**config.mk**
```make
export PLATFORM = sky130hd
export DESIGN_NAME = invk2j_cordic
export DESIGN_NICKNAME = d
export VERILOG_FILES = /design/src/rtl/invk2j_cordic.sv
export SDC_FILE = /design/constraint.sdc
export NUM_CORES = 1
export LEC_CHECK = 0
export CAP_MARGIN = 20
export CORE_MARGIN = 4
export CORE_UTILIZATION = 50
export DETAILED_ROUTE_END_ITERATION = 6
export HOLD_SLACK_MARGIN = 0.05
export PLACE_DENSITY = 0.72
export SETUP_SLACK_MARGIN = 0.05
export SLEW_MARGIN = 15
export SYNTH_ARGS = -nofsm -noshare
export SYNTH_HDL_FRONTEND = slang
export SYNTH_SLANG_ARGS = --single-unit
```
**constraint.sdc**
```tcl
create_clock -name clk -period 4.3 [get_ports clk]
set_clock_uncertainty 0.1 [all_clocks]
set_input_delay 0.645 -clock clk [delete_from_list [all_inputs] [get_ports clk]]
set_output_delay 0.645 -clock clk [all_outputs]
set_load 0.02 [all_outputs]
```
**src/rtl/invk2j_cordic.sv**
```systemverilog
// Vectoring-mode CORDIC: converts a signed (x,y) vector into atan2 angle and
// gain-scaled magnitude, one micro-rotation per clock, with a ready/valid handshake.
module invk2j_cordic #(
    parameter int W    = 16,
    parameter int ITER = 14
) (
    input  logic                clk,
    input  logic                rst,
    input  logic signed [W-1:0] in_x,
    input  logic signed [W-1:0] in_y,
    input  logic                in_valid,
    output logic                in_ready,
    output logic signed [W-1:0] out_ang,
    output logic        [W:0]   out_mag,
    output logic                out_valid,
    input  logic                out_ready
);

    localparam int XW = W + 2;
    localparam int CW = $clog2(ITER + 1);
    localparam int SH = 32 - W;
    localparam logic [32:0] HALF = (SH == 0) ? 33'd0 : (33'd1 << (SH - 1));
    localparam logic signed [W-1:0] QUARTER = {2'b01, {(W-2){1'b0}}};

    typedef enum logic [1:0] {ST_IDLE, ST_ITER, ST_DONE} state_t;

    state_t                r_state;
    logic [CW-1:0]         r_cnt;
    logic signed [XW-1:0]  r_x;
    logic signed [XW-1:0]  r_y;
    logic signed [W-1:0]   r_z;
    logic                  r_zero;
    logic signed [W-1:0]   r_ang;
    logic        [W:0]     r_mag;

    logic signed [XW-1:0]  w_xSx;
    logic signed [XW-1:0]  w_ySx;
    logic signed [XW-1:0]  w_xShift;
    logic signed [XW-1:0]  w_yShift;
    logic signed [XW-1:0]  w_xNext;
    logic signed [XW-1:0]  w_yNext;
    logic signed [W-1:0]   w_zNext;
    logic signed [W-1:0]   w_step;

    // atan(2^-i) in units of pi/2^31
    function automatic logic [31:0] atanFull(input logic [5:0] idx);
        case (idx)
            6'd0:  return 32'd536870912;
            6'd1:  return 32'd316933406;
            6'd2:  return 32'd167458907;
            6'd3:  return 32'd85004756;
            6'd4:  return 32'd42667331;
            6'd5:  return 32'd21354465;
            6'd6:  return 32'd10679838;
            6'd7:  return 32'd5340245;
            6'd8:  return 32'd2670163;
            6'd9:  return 32'd1335087;
            6'd10: return 32'd667544;
            6'd11: return 32'd333772;
            6'd12: return 32'd166886;
            6'd13: return 32'd83443;
            6'd14: return 32'd41722;
            6'd15: return 32'd20861;
            6'd16: return 32'd10430;
            6'd17: return 32'd5215;
            6'd18: return 32'd2608;
            6'd19: return 32'd1304;
            6'd20: return 32'd652;
            6'd21: return 32'd326;
            6'd22: return 32'd163;
            6'd23: return 32'd81;
            6'd24: return 32'd41;
            6'd25: return 32'd20;
            6'd26: return 32'd10;
            6'd27: return 32'd5;
            6'd28: return 32'd3;
            6'd29: return 32'd1;
            6'd30: return 32'd1;
            default: return 32'd0;
        endcase
    endfunction

    function automatic logic signed [W-1:0] atanStep(input logic [5:0] idx);
        logic [32:0] rounded;
        rounded = ({1'b0, atanFull(idx)} + HALF) >> SH;
        return rounded[W-1:0];
    endfunction

    assign w_xSx     = {{2{in_x[W-1]}}, in_x};
    assign w_ySx     = {{2{in_y[W-1]}}, in_y};
    assign in_ready  = (r_state == ST_IDLE) && !rst;
    assign out_valid = (r_state == ST_DONE);
    assign out_ang   = r_ang;
    assign out_mag   = r_mag;

    // Rotate toward y=0; x and y both update from the pre-rotation values
    always_comb begin
        w_xShift = r_x >>> r_cnt;
        w_yShift = r_y >>> r_cnt;
        w_step   = atanStep(6'(r_cnt));
        if (!r_y[XW-1]) begin
            w_xNext = r_x + w_yShift;
            w_yNext = r_y - w_xShift;
            w_zNext = r_z + w_step;
        end else begin
            w_xNext = r_x - w_yShift;
            w_yNext = r_y + w_xShift;
            w_zNext = r_z - w_step;
        end
    end

    always_ff @(posedge clk) begin
        if (rst) begin
            r_state <= ST_IDLE;
            r_cnt   <= '0;
            r_x     <= '0;
            r_y     <= '0;
            r_z     <= '0;
            r_zero  <= 1'b0;
            r_ang   <= '0;
            r_mag   <= '0;
        end else begin
            case (r_state)
                ST_IDLE: begin
                    if (in_valid) begin
                        r_cnt  <= '0;
                        r_zero <= (in_x == '0) && (in_y == '0);
                        // Left half-plane vectors are turned by +/-90 deg first
                        if (in_x[W-1] && !in_y[W-1]) begin
                            r_x <= w_ySx;
                            r_y <= -w_xSx;
                            r_z <= QUARTER;
                        end else if (in_x[W-1]) begin
                            r_x <= -w_ySx;
                            r_y <= w_xSx;
                            r_z <= -QUARTER;
                        end else begin
                            r_x <= w_xSx;
                            r_y <= w_ySx;
                            r_z <= '0;
                        end
                        r_state <= ST_ITER;
                    end
                end
                ST_ITER: begin
                    if (r_cnt == CW'(ITER)) begin
                        r_ang   <= r_zero ? '0 : r_z;
                        r_mag   <= r_zero ? '0 : r_x[W:0];
                        r_state <= ST_DONE;
                    end else begin
                        r_x   <= w_xNext;
                        r_y   <= w_yNext;
                        r_z   <= w_zNext;
                        r_cnt <= r_cnt + CW'(1);
                    end
                end
                ST_DONE: begin
                    if (out_ready) r_state <= ST_IDLE;
                end
                default: r_state <= ST_IDLE;
            endcase
        end
    end

endmodule

```
==> impl_summary.log, run 1 <==
INFO  metric power.share.combinational = between 60 and 70%
INFO  metric power_density = 464 mW/mm^2
INFO  metric synth-adder-area-share = under 10%
INFO  metric wl_per_cell = 19.9 um
INFO  metric grt_pass1_wl = a little under 60,000 um
INFO  metric first_global_vias = 11,200
INFO  metric dpl_cell_area = roughly 0.013 mm^2
INFO  metric die_w = approximately 160 um
INFO  metric worst_setup_hold_path_clk_slew = about 0.090 ns
INFO  metric reg2reg_setup_slack = -0.13 ns
INFO  metric synth_area_per_cell = 7.62 um^2
INFO  metric layout.core_utilization = around 70%
INFO  metric global_placement_routability_congestion = slightly below 1
INFO  metric final_area = between 0.01 and 0.015 mm^2
INFO  metric drt_pre_antenna_iters = 5
INFO  metric r2r.worst_path.cells = 18
INFO  metric fin_nets = ~1,800
INFO  metric rows = 53
INFO  metric r2r_end = r_x[17]$_SDFFE_PP0P_
INFO  metric core_region_area = between 0.02 and 0.025 mm^2
INFO  metric r2r-start = r_y[11]$_SDFFE_PP0P_
INFO  metric io_buffer_count = 70
INFO  metric ios = 71
INFO  metric floorplan.initialDensity = roughly half
INFO  metric grt.total_usage = a little under a third
INFO  metric failed_checks = setup timing
INFO  metric worst_skew_pair.late_latency = 0.37 ns
INFO  metric postSynthCellCount = 1,428
INFO  metric power_report.internal_total = roughly 3.7 mW
INFO  metric power.ir.vdd_worst = 268 uV
INFO  metric tritoncts.num_buffers = 9
INFO  metric hpwlAfterDp = 28,000 um
INFO  metric net-switching-power = around 3.0 mW
INFO  metric vias = roughly 12,000
INFO  metric post-synth-top-area-cell = dfxtp_1
INFO  metric hold_end = r_y[0]$_SDFFE_PP0P_
INFO  metric timing.hold.worst.start = r_y[0]$_SDFFE_PP0P_
INFO  metric report.final.slew_viol_count = 0
INFO  metric setup_ws = -0.127 ns
INFO  metric synthToLayoutAreaGrowth = 32.6%
INFO  metric timing_worst_slew_pin_value = approximately 0.76 ns
INFO  metric antenna_found_initial = 0
INFO  metric post_synth_edffs = 0
INFO  metric ys_seq_elements = 107
INFO  metric crit_path_cell_trace = buf_4 -> mux4_2 -> a22oi_2 -> o31a_1 -> and3b_2 -> a21boi_4 -> nand3b_1 -> a21oi_2 -> o32ai_2 -> ha_2 -> nand2_1 -> o21a_1 -> a2bb2oi_4 -> a31oi_4 -> a31o_2 -> a31oi_1 -> or4b_1 -> nand3_1
INFO  metric finalSetupViolCount = 5
INFO  metric arrival_time_reported_for_the_critical_path_endpoint = roughly 4.7 ns
INFO  metric multi_input_comb_area = a little under 0.009 mm^2
INFO  metric synth_xor_xnor_area_share = 8.94%
INFO  metric grt_max_degree = 63
INFO  metric grt-busiest-layer = met2
INFO  metric cts_num_sinks = 107
INFO  metric slowest_stage_delay_cp = 0.52 ns
INFO  metric synth.area.top_cells = dfxtp_1 20%, ha_1 7.1%, a21oi_1 6.5%
INFO  metric root_buffer = clkbuf_16
INFO  metric library_cells_used_by_synthesis = 85
INFO  metric pwr-share-seq = a little under a fifth
INFO  metric cellLeakagePower = 5.78 nW
INFO  metric grt.met1_usage = between 40% and 50%
INFO  metric global_route.usage.met3 = roughly 8.0%
INFO  metric avgViaCountPerCell = between 6 and 7
INFO  metric timing.max_slew.rel_slack = between 40% and 50%
INFO  metric post_synth_mux_area_share = 10.4%
INFO  metric wirelength = 38,500 um
INFO  metric finalWorstPathRequiredPeriod = roughly 4.4 ns
INFO  metric power.switching_fraction = around 44%
INFO  metric critPathLaunchType = flip-flop
INFO  metric clk_path_buf_depth = 2
INFO  metric die-height = about 160 um
INFO  metric holdPathStages = 2
INFO  metric cp.required = between 4 and 5 ns
INFO  metric drive_gt1_share = a little over a quarter
INFO  metric yosys_most_used_dff = dfxtp_1
INFO  metric class_of_the_most_critical_hold_timing_path = flip-flop to flip-flop
INFO  metric status = finished with violations
INFO  metric clock.fmax = approximately 230 MHz
INFO  metric drc_errors = 0
INFO  metric final_antenna_net_count = 0
INFO  metric max_cap_violations = 0
INFO  metric critPathKind = flip-flop to flip-flop
INFO  metric grt-ovfl-total = 0
INFO  metric num-fill-cells = between 1,500 and 2,000
INFO  metric syn_nets = around 1,500
INFO  metric final_report_hold_violation_count = 0
INFO  metric grt_setup_unrepaired = yes
INFO  metric sequential_cell_area = roughly 0.0022 mm^2
INFO  metric synth_warnings = 0
INFO  metric detail_route.iter0.violations = 1,307
INFO  metric async_reset_ff_share = 0%
INFO  metric fp.dieArea = 0.0242 mm^2
INFO  metric n_diodes = 0
INFO  metric netlist_area = 0.0109 mm^2
INFO  metric synth-simple-area-share = approximately a quarter
INFO  metric worst_path_max_delay_cell = mux4_2
INFO  metric end_kind = flip-flop
INFO  metric cts_htree_levels = 3
INFO  metric main_combinational_cell_family_by_area_after_synthesis = compound AO/OA/AOI/OAI gates
INFO  metric met2_demand_to_capacity_share_in_global_routing = ~45%
INFO  metric complex_gate_fraction_of_the_synthesized_area = 24.3%
INFO  metric timing.final.crit_share = 103%
INFO  metric cp_max_fo = 5
INFO  metric synth_top_area_share = between 15 and 20%
INFO  metric clock_tree_from_tritoncts = done
INFO  metric yosysSeqAreaShare = about a fifth
INFO  metric clock_power_share = around an eighth
-- Yosys cell counts (11+ instances only) --
library cell / number
mux4_2: 18
a21o_1: 16
xnor2_1: 62
o21ai_0: 67
nor3_1: 49
nor2b_1: 21
a21oi_1: 142
xor2_1: 49
a31oi_1: 26
mux2i_1: 48
nand3_1: 45
dfxtp_1: 107
nand2b_1: 14
nor2_1: 170
ha_1: 62
inv_1: 38
clkbuf_1: 66
mux2_2: 18
nor3b_1: 33
and3_1: 13
a211oi_1: 32
o31ai_1: 14
and2_1: 11
nand2_1: 93
-- metrics by stage --
stage	setup TNS [ns]	cells	hold slack (ns)	power (mW)	setup slack, ns
floorplan	0	1428	0.345	3.59	0.0545
global placement	-0.465	1884	0.359	4.94	-0.186
detailed placement	-0.927	1885	0.363	5.00	-0.224
CTS	-0.341	1915	0.385	6.12	-0.0770
global route	-2.12	1937	0.407	7.06	-0.306
finish	-0.425	1937	0.384	6.69	-0.127
-- power groups by stage --
| stage | clock, mW | combinational (mW) | sequential, mW |
|---|---|---|---|
| 6_report | 0.881 | 4.55 | 1.26 |
| 5_1_grt | 0.934 | 4.87 | 1.26 |
| 4_1_cts | 0.894 | 3.99 | 1.23 |
| 3_5_place_dp | 0 | 3.74 | 1.26 |
| 3_3_place_gp | 0 | 3.68 | 1.25 |
| 2_1_floorplan | 0 | 2.39 | 1.19 |
-- critical path, delay by kind of cell (launching register included) --
kind	cells	cell delay, ns
AO/OA/AOI/OAI	10	1.71
AND/OR/NAND/NOR	5	1.06
multiplexers	1	0.52
flip-flops	1	0.40
adder cells (fa/ha/maj)	1	0.38
buffers and inverters	1	0.19
-- area by class of cell --
class | count | area share [%]
sequential | 107 | 14.9
inverter | 40 | 1.04
clock inverter | 7 | 0.633
tap | 275 | 2.39
clock buffer | 9 | 1.56
multi-input combinational | 1184 | 60.9
timing repair buffer | 315 | 18.5
-- logic make-up after synthesis --
family                   after synthesis
AND/OR/NAND/NOR                      513
buffers and inverters                137
multiplexers                          86
adder cells (fa/ha/maj)               65
flip-flops                           107
XOR/XNOR                             111
AO/OA/AOI/OAI                        409
-- cells in the final DEF, fill, tap and decap left out, types with 31 or more instances in the layout --
cell             count
buf_4              229
nor2_1             163
a21oi_1            130
dfxtp_1            103
nand2_1             86
clkdlybuf4s50_1     68
xnor2_1             58
ha_1                54
o21ai_0             53
xor2_1              47
nor3_1              44
nand3_1             42
mux2i_1             39
inv_1               37
nor3b_1             31
-- worst max-delay path by stage --
stage	startpoint	to	slack, ns	cells after the start
after global placement	r_cnt[0]$_SDFFE_PP0P_	r_x[17]$_SDFFE_PP0P_	-0.19	17
after CTS	r_cnt[1]$_SDFFE_PP0P_	r_y[16]$_SDFFE_PP0P_	-0.08	18
after global routing	r_cnt[2]$_SDFFE_PP0P_	r_x[17]$_SDFFE_PP0P_	-0.31	19
after floorplan	r_cnt[1]$_SDFFE_PP0P_	r_x[17]$_SDFFE_PP0P_	0.05	22
final	r_y[11]$_SDFFE_PP0P_	r_x[17]$_SDFFE_PP0P_	-0.13	18
after detailed placement	r_cnt[0]$_SDFFE_PP0P_	r_x[17]$_SDFFE_PP0P_	-0.22	21
-- what timing repair did --
item,CTS,global route
gates resized for setup,46,102
setup buffers,13,21
gates cloned,1,1
hold buffers,0,0
pin swaps,28,67
endpoints found under the setup margin,12,25
-- metal layers --
layer  part of all wire, %  vias to the layer above
met4                   3.2                        0
li1                      -                     5688
met3                   9.3                       92
met1                    45                     5651
met2                    43                      575
met5                     0                        -
No activity file was read; power rests on OpenSTA's default activity.
==> inputs of run 2 (changes only) <==
==> constraint.sdc (replaced) <==
create_clock -name clk -period 4.3 [get_ports clk]
set_clock_uncertainty 0.1 [all_clocks]
set_input_delay 0.86 -clock clk [delete_from_list [all_inputs] [get_ports clk]]
set_output_delay 0.86 -clock clk [all_outputs]
set_load 0.02 [all_outputs]
==> run 2 against run 1 <==
The run still ends with setup timing left. Global-route usage is 0.084 points lower. Worst setup slack got worse by 0.054 ns. Sequential share of layout area increased by 0.28 points. Cell count is 0.31% lower. Die area unchanged. Via count grew 0.72%. Worst hold slack improved by 0.0038 ns. Largest cell class unchanged.
==> impl_summary.log, run 2 (same netlist as run 1, synthesis figures left out) <==
INFO  metric layout.cells.non_filler = just under 2,000
INFO  metric hold_slack = between 0.3 and 0.4 ns
INFO  metric power_density = ~450 mW/mm^2
INFO  metric io_buffer_count = 70
INFO  metric fin_nets = 1,752
INFO  metric mostFrequentLayoutCell = buf_4
INFO  metric grt.total_usage = between 30% and 40%
INFO  metric cp.required = 4.52 ns
INFO  metric grt_setup_unrepaired = yes
INFO  metric timing.final.crit_share = 104%
INFO  metric timing_worst_slew_pin_value = slightly below 1 ns
INFO  metric failed_checks = setup timing
INFO  metric critPathLaunchType = flip-flop
INFO  metric clock.fmax = roughly 220 MHz
INFO  metric status = finished with violations
INFO  metric ios = between 70 and 80
INFO  metric critPathKind = flip-flop to flip-flop
INFO  metric power.ir.vdd_worst = 291 uV
INFO  metric cts_htree_levels = 3
INFO  metric rows = between 50 and 60
INFO  metric drt_pre_antenna_iters = 6
INFO  metric cts_num_sinks = around 110
INFO  metric end_kind = flip-flop
INFO  metric grt_max_degree = 70
INFO  metric most-common-layout-cells = 224 x buf_4, 166 x nor2_1, 136 x a21oi_1
INFO  metric synthToLayoutAreaGrowth = 30.4%
INFO  metric clock_tree_from_tritoncts = done
INFO  metric first_global_vias = between 10,000 and 15,000
INFO  metric worst_path_max_delay_cell = mux4_2
INFO  metric n_diodes = 0
INFO  metric drive_gt1_share = between 20 and 25%
INFO  metric core_region_area = between 0.02 and 0.025 mm^2
INFO  metric finalSetupViolCount = 7
INFO  metric detail_route.iter0.violations = 1,434
INFO  metric crit_path_cell_trace = mux2_4 -> mux4_2 -> nand2_2 -> o21a_1 -> ha_2 -> nor2b_4 -> a41oi_2 -> xnor2_1 -> o21ai_1 -> ha_1 -> buf_6 -> nand4_1 -> nor2_2 -> o21ai_2 -> a31oi_2 -> a31o_2 -> a31oi_1 -> or4b_1 -> nand3_1
INFO  metric root_buffer = clkbuf_16
INFO  metric finalWorstPathRequiredPeriod = about 4.5 ns
INFO  metric antenna_found_initial = 1
INFO  metric totalNegativeSetupSlack = -0.587 ns
INFO  metric final_report_hold_violation_count = 0
INFO  metric max_cap_violations = 0
INFO  metric worst_path_dominant_cell_family = simple AND/OR/NAND/NOR gates
INFO  metric dp.cells = 1,873
INFO  metric total_power = roughly 6.4 mW
INFO  metric floorplan.initialDensity = between 50% and 60%
INFO  metric clk_path_buf_depth = 2
INFO  metric vias = ~12,000
INFO  metric timing.max_slew.rel_slack = between 30 and 40%
INFO  metric cts_hold_buffers = 0
INFO  metric tritoncts.num_buffers = 9
INFO  metric avgViaCountPerCell = 6.26
INFO  metric report.final.slew_viol_count = 0
INFO  metric wl_per_cell = between 20 and 25 um
INFO  metric class_of_the_most_critical_hold_timing_path = flip-flop to flip-flop
INFO  metric drc_errors = 0
INFO  metric final_antenna_net_count = 0
INFO  metric arrival_time_reported_for_the_critical_path_endpoint = 4.70 ns
INFO  metric hpwlAfterDp = about 28,000 um
INFO  metric grt-ovfl-total = 0
INFO  metric critical_path_buf_inv_count = 1
INFO  metric die-height = about 160 um
INFO  metric setup_ws = -0.181 ns
INFO  metric grt_pass1_wl = between 50,000 and 60,000 um
INFO  metric die_w = 155 um
INFO  metric fp.dieArea = ~0.024 mm^2
INFO  metric slowest_stage_delay_cp = between 0.5 and 0.6 ns
INFO  metric global_placement_routability_congestion = 1.02
INFO  metric cp_max_fo = 6
INFO  metric worst_setup_hold_path_clk_slew = 0.09 ns
INFO  metric worst_skew_pair.late_latency = 0.37 ns
INFO  metric wirelength = around 39,000 um
INFO  metric cellLeakagePower = 5.71 nW
-- run 2: cell types whose count changed in the layout (fill, tap and decap cells not counted), sizes merged --
cell / delta
buf: -9
clkinv: -2
inv: +2
clkbuf: +3
-- run 2: final cells by class --
type	count	area, um^2
repair buffers	309	2670
multi-input cells	1184	8560
flip-flops and latches	107	2160
fillers	1750	7030
clock buffers	9	225
well taps	275	344
clock inverters	7	86.3
inverters	40	150
-- run 2: timing repair --
action | in CTS | in global routing
setup endpoints to repair | 19 | 21
buffers inserted | 21 | 16
resized for setup | 56 | 58
cloned | 1 | 4
pin swaps | 35 | 21
-- run 2: routing by layer --
layer,vias up,routed length (um),global-route usage [%]
li1,5672,-,-
met1,5672,17300,45.0
met2,639,16600,44.7
met3,108,3720,5.37
met4,2,1180,8.88
met5,-,11,0
-- run 2: tightest hold or removal path, delay by kind of cell (launching register included) --
| kind | cells | cell delay (ns) |
|---|---|---|
| DFF | 1 | 0.34 |
| AOI/OAI and AO/OA | 1 | 0.05 |
| and+or+nand+nor | 1 | 0.06 |
-- run 2: worst paths after layout --
kind         slack [ns]            startpoint                   end  depth (start not counted)
max reg2reg       -0.18  r_y[10]$_SDFFE_PP0P_  r_x[17]$_SDFFE_PP0P_                         19
min                0.39   r_y[0]$_SDFFE_PP0P_   r_y[0]$_SDFFE_PP0P_                          2
max               -0.18  r_y[10]$_SDFFE_PP0P_  r_x[17]$_SDFFE_PP0P_                         19
min reg2reg        0.39   r_y[0]$_SDFFE_PP0P_   r_y[0]$_SDFFE_PP0P_                          2
-- run 2: through the flow --
| stage | worst slack (ns) | utilization (%) | instance area, um^2 |
|---|---|---|---|
| 2_1_floorplan | 0.0545 | - | 10900 |
| 3_3_place_gp | -0.359 | 61.4 | 13000 |
| 3_5_place_dp | -0.499 | 61.4 | 13000 |
| 4_1_cts | -0.0575 | 64.7 | 13700 |
| 5_1_grt | -0.325 | 66.9 | 14200 |
| 6_report | -0.181 | 66.9 | 14200 |
-- run 2: power breakdown --
group          switching (mW)  internal (mW)  total, mW  leakage (nW)
Sequential              0.181           1.09       1.27         0.878
Clock                   0.456          0.421      0.877         0.151
Combinational            2.14           2.07       4.21          4.68
==> inputs of run 3 (changes only) <==
--- a/config.mk
+++ b/config.mk
@@ -12,3 +12,3 @@
 export HOLD_SLACK_MARGIN = 0.05
-export PLACE_DENSITY = 0.72
+export PLACE_DENSITY = 0.69
 export SETUP_SLACK_MARGIN = 0.05
==> constraint.sdc (replaced) <==
create_clock -name clk -period 4.7 [get_ports clk]
set_clock_uncertainty 0.1 [all_clocks]
set_input_delay 0.705 -clock clk [delete_from_list [all_inputs] [get_ports clk]]
set_output_delay 0.705 -clock clk [all_outputs]
set_load 0.02 [all_outputs]
==> run 3 against run 2 <==
Utilization is 6.7 points lower. The run ends with DRC left. Critical endpoint unchanged. Critical path depth unchanged. Worst setup slack gained 0.32 ns. Largest cell class unchanged. Largest power group unchanged.
==> impl_summary.log, run 3 (same netlist as run 1, synthesis figures left out) <==
INFO  metric detail_route.iter0.violations = approximately 1,200
INFO  metric power_report.internal_total = 2.82 mW
INFO  metric cp.required = just under 5 ns
INFO  metric synthToLayoutAreaGrowth = 17.5%
INFO  metric class_of_the_most_critical_hold_timing_path = flip-flop to flip-flop
INFO  metric num-fill-cells = 1,959
INFO  metric finalSetupViolCount = 0
INFO  metric clock_power_share = between 10% and 20%
INFO  metric worst_path_dominant_cell_family = simple AND/OR/NAND/NOR gates
INFO  metric layout.cells.non_filler = about 1,800
INFO  metric reg2reg_setup_slack = roughly 0.14 ns
INFO  metric clock_tree_from_tritoncts = done
INFO  metric setup_ws = ~0.14 ns
INFO  metric ios = 71
INFO  metric final_antenna_net_count = 0
INFO  metric arrival_time_reported_for_the_critical_path_endpoint = 4.77 ns
INFO  metric finalWorstPathRequiredPeriod = around 4.6 ns
INFO  metric die-height = ~160 um
INFO  metric max_cap_violations = 0
INFO  metric cellLeakagePower = 4.95 nW
INFO  metric fp.dieArea = roughly 0.024 mm^2
INFO  metric fin_nets = roughly 1,600
INFO  metric grt.met1_usage = 44.9%
INFO  metric worst_skew_pair.late_latency = approximately 0.37 ns
INFO  metric first_global_vias = around 10,000
INFO  metric grt_pass1_wl = around 57,000 um
INFO  metric grt_max_degree = slightly below 70
INFO  metric timing.final.crit_share = 96.9%
INFO  metric core_region_area = around 0.021 mm^2
INFO  metric report.final.slew_viol_count = 0
INFO  metric critPathKind = flip-flop to flip-flop
INFO  metric holdPathStages = 2
INFO  metric net-switching-power = 2.36 mW
INFO  metric vias = 11,400
INFO  metric status = finished with violations
INFO  metric root_buffer = clkbuf_16
INFO  metric tritoncts.num_buffers = 9
INFO  metric die_w = around 160 um
INFO  metric crit_path_cell_trace = buf_4 -> buf_4 -> inv_4 -> mux2_2 -> mux4_2 -> and3b_2 -> a21boi_4 -> nand3_2 -> mux2_2 -> o32ai_2 -> ha_1 -> inv_1 -> nand2_1 -> a21oi_2 -> a31oi_2 -> a31o_2 -> and4_1 -> or4b_1 -> nand3_1
INFO  metric final_report_hold_violation_count = 0
INFO  metric avgViaCountPerCell = around 6.3
INFO  metric drc_errors = 1
INFO  metric hold_end = r_y[0]$_SDFFE_PP0P_
INFO  metric floorplan.initialDensity = 51.2%
INFO  metric timing.hold.worst.start = r_y[0]$_SDFFE_PP0P_
INFO  metric grt-busiest-layer = met1
INFO  metric timing_worst_slew_pin_value = between 1 and 1.5 ns
INFO  metric worst_path_max_delay_cell = mux4_2
INFO  metric power_density = a little over 400 mW/mm^2
INFO  metric pwr-share-seq = between 20% and 30%
INFO  metric end_kind = flip-flop
INFO  metric global_placement_routability_congestion = 1.02
INFO  metric r2r_end = r_x[17]$_SDFFE_PP0P_
INFO  metric critical_path_buf_inv_count = 4
INFO  metric clock.fmax = approximately 220 MHz
INFO  metric dpl_worst_slack = -0.0614 ns
INFO  metric global_route.usage.met3 = ~4.6%
INFO  metric r2r.worst_path.cells = 19
INFO  metric clk_path_buf_depth = 2
INFO  metric drt_pre_antenna_iters = 7
INFO  metric rows = 53
INFO  metric power.ir.vdd_worst = 213 uV
INFO  metric most-common-layout-cells = 169 x nor2_1, 137 x a21oi_1, 101 x dfxtp_1
INFO  metric grt-ovfl-total = 0
INFO  metric critPathLaunchType = flip-flop
INFO  metric power.share.combinational = 62.0%
INFO  metric timing.max_slew.rel_slack = between 30% and 40%
INFO  metric n_diodes = 0
INFO  metric wl_per_cell = between 20 and 25 um
INFO  metric grt.total_usage = 29.1%
INFO  metric mostFrequentLayoutCell = nor2_1
INFO  metric setup_crit_start = r_cnt[0]$_SDFFE_PP0P_
INFO  metric grt_setup_unrepaired = yes
INFO  metric hpwlAfterDp = between 20,000 and 30,000 um
INFO  metric antenna_found_initial = 1
INFO  metric cts_num_sinks = 107
INFO  metric met2_demand_to_capacity_share_in_global_routing = around two fifths
INFO  metric io_buffer_count = 70
INFO  metric totalNegativeSetupSlack = 0 ns
INFO  metric worst_setup_hold_path_clk_slew = around 0.090 ns
INFO  metric failed_checks = DRC
INFO  metric r2r-start = r_cnt[0]$_SDFFE_PP0P_
INFO  metric layout.core_utilization = approximately three fifths
INFO  metric power.switching_fraction = between 40% and 50%
INFO  metric cp_max_fo = 7
INFO  metric wirelength = between 30,000 and 40,000 um
INFO  metric drive_gt1_share = ~15%
INFO  metric cts_htree_levels = 3
INFO  metric dp.cells = between 1,500 and 2,000
INFO  metric slowest_stage_delay_cp = 0.48 ns
-- run 3: changes by cell type in the layout (fill, tap and decap cells not counted), moves of 4 or more --
cell | before | now
nand2_2 | 4 | 0
a2111oi_2 | 4 | 0
buf_4 | 224 | 98
mux2i_1 | 37 | 44
mux2i_2 | 9 | 3
clkbuf_16 | 13 | 9
o21ai_0 | 56 | 61
-- run 3: worst max-delay path by stage --
stage	endpoint	slack, ns	depth (start not counted)
floorplan	r_x[17]$_SDFFE_PP0P_	0.11	23
global placement	r_x[17]$_SDFFE_PP0P_	-0.04	16
detailed placement	r_x[17]$_SDFFE_PP0P_	-0.06	16
CTS	r_x[17]$_SDFFE_PP0P_	0.04	18
global route	r_x[17]$_SDFFE_PP0P_	-0.01	19
finish	r_x[17]$_SDFFE_PP0P_	0.14	19
-- run 3: repair_timing --
| action | 4_1_cts | 5_1_grt |
|---|---|---|
| resized for setup | 4 | 48 |
| hold buffers | 0 | 0 |
| setup buffers | 2 | 11 |
| pin swaps | 1 | 16 |
| setup endpoints to repair | 3 | 8 |
| endpoints found under the hold margin | 0 | 0 |
-- run 3: routing by layer --
metal,vias to the layer above,share of wire (%)
li1,5403,-
met1,5315,46
met2,588,42
met3,64,9.5
met4,2,2.3
met5,-,0.036
-- run 3: layout make-up --
type	instances	area (um^2)	area share, %
multi-input cells	1184	8320	65.2
flip-flops and latches	107	2150	16.9
repair buffers	171	1480	11.6
well taps	275	344	2.69
clock buffers	9	225	1.76
inverters	40	153	1.20
clock inverters	7	88.8	0.695
-- run 3: worst reg2reg max path, delay by kind of cell (launching register included) --
| kind | cells | cell delay [ns] |
|---|---|---|
| compound gates | 5 | 0.90 |
| fa+ha+maj | 1 | 0.28 |
| buf+inv | 4 | 0.48 |
| flops | 1 | 0.38 |
| mux | 3 | 1.17 |
| simple gates | 6 | 1.20 |
-- run 3: through the flow --
stage | area (um^2) | power [mW] | hold WS (ns)
2_1_floorplan | 10900 | 3.26 | 0.345
3_3_place_gp | 12200 | 4.10 | 0.360
3_5_place_dp | 12200 | 4.11 | 0.367
4_1_cts | 12500 | 4.95 | 0.376
5_1_grt | 12800 | 5.53 | 0.417
6_report | 12800 | 5.18 | 0.371
-- run 3: power groups by stage --
stage                     clock, mW  combinational (mW)  sequential [mW]
after global routing          0.852                3.50             1.17
after floorplan                   0                2.17             1.09
after detailed placement          0                2.93             1.18
after CTS                     0.815                2.97             1.16
final                         0.801                3.21             1.17
after global placement            0                2.92             1.18
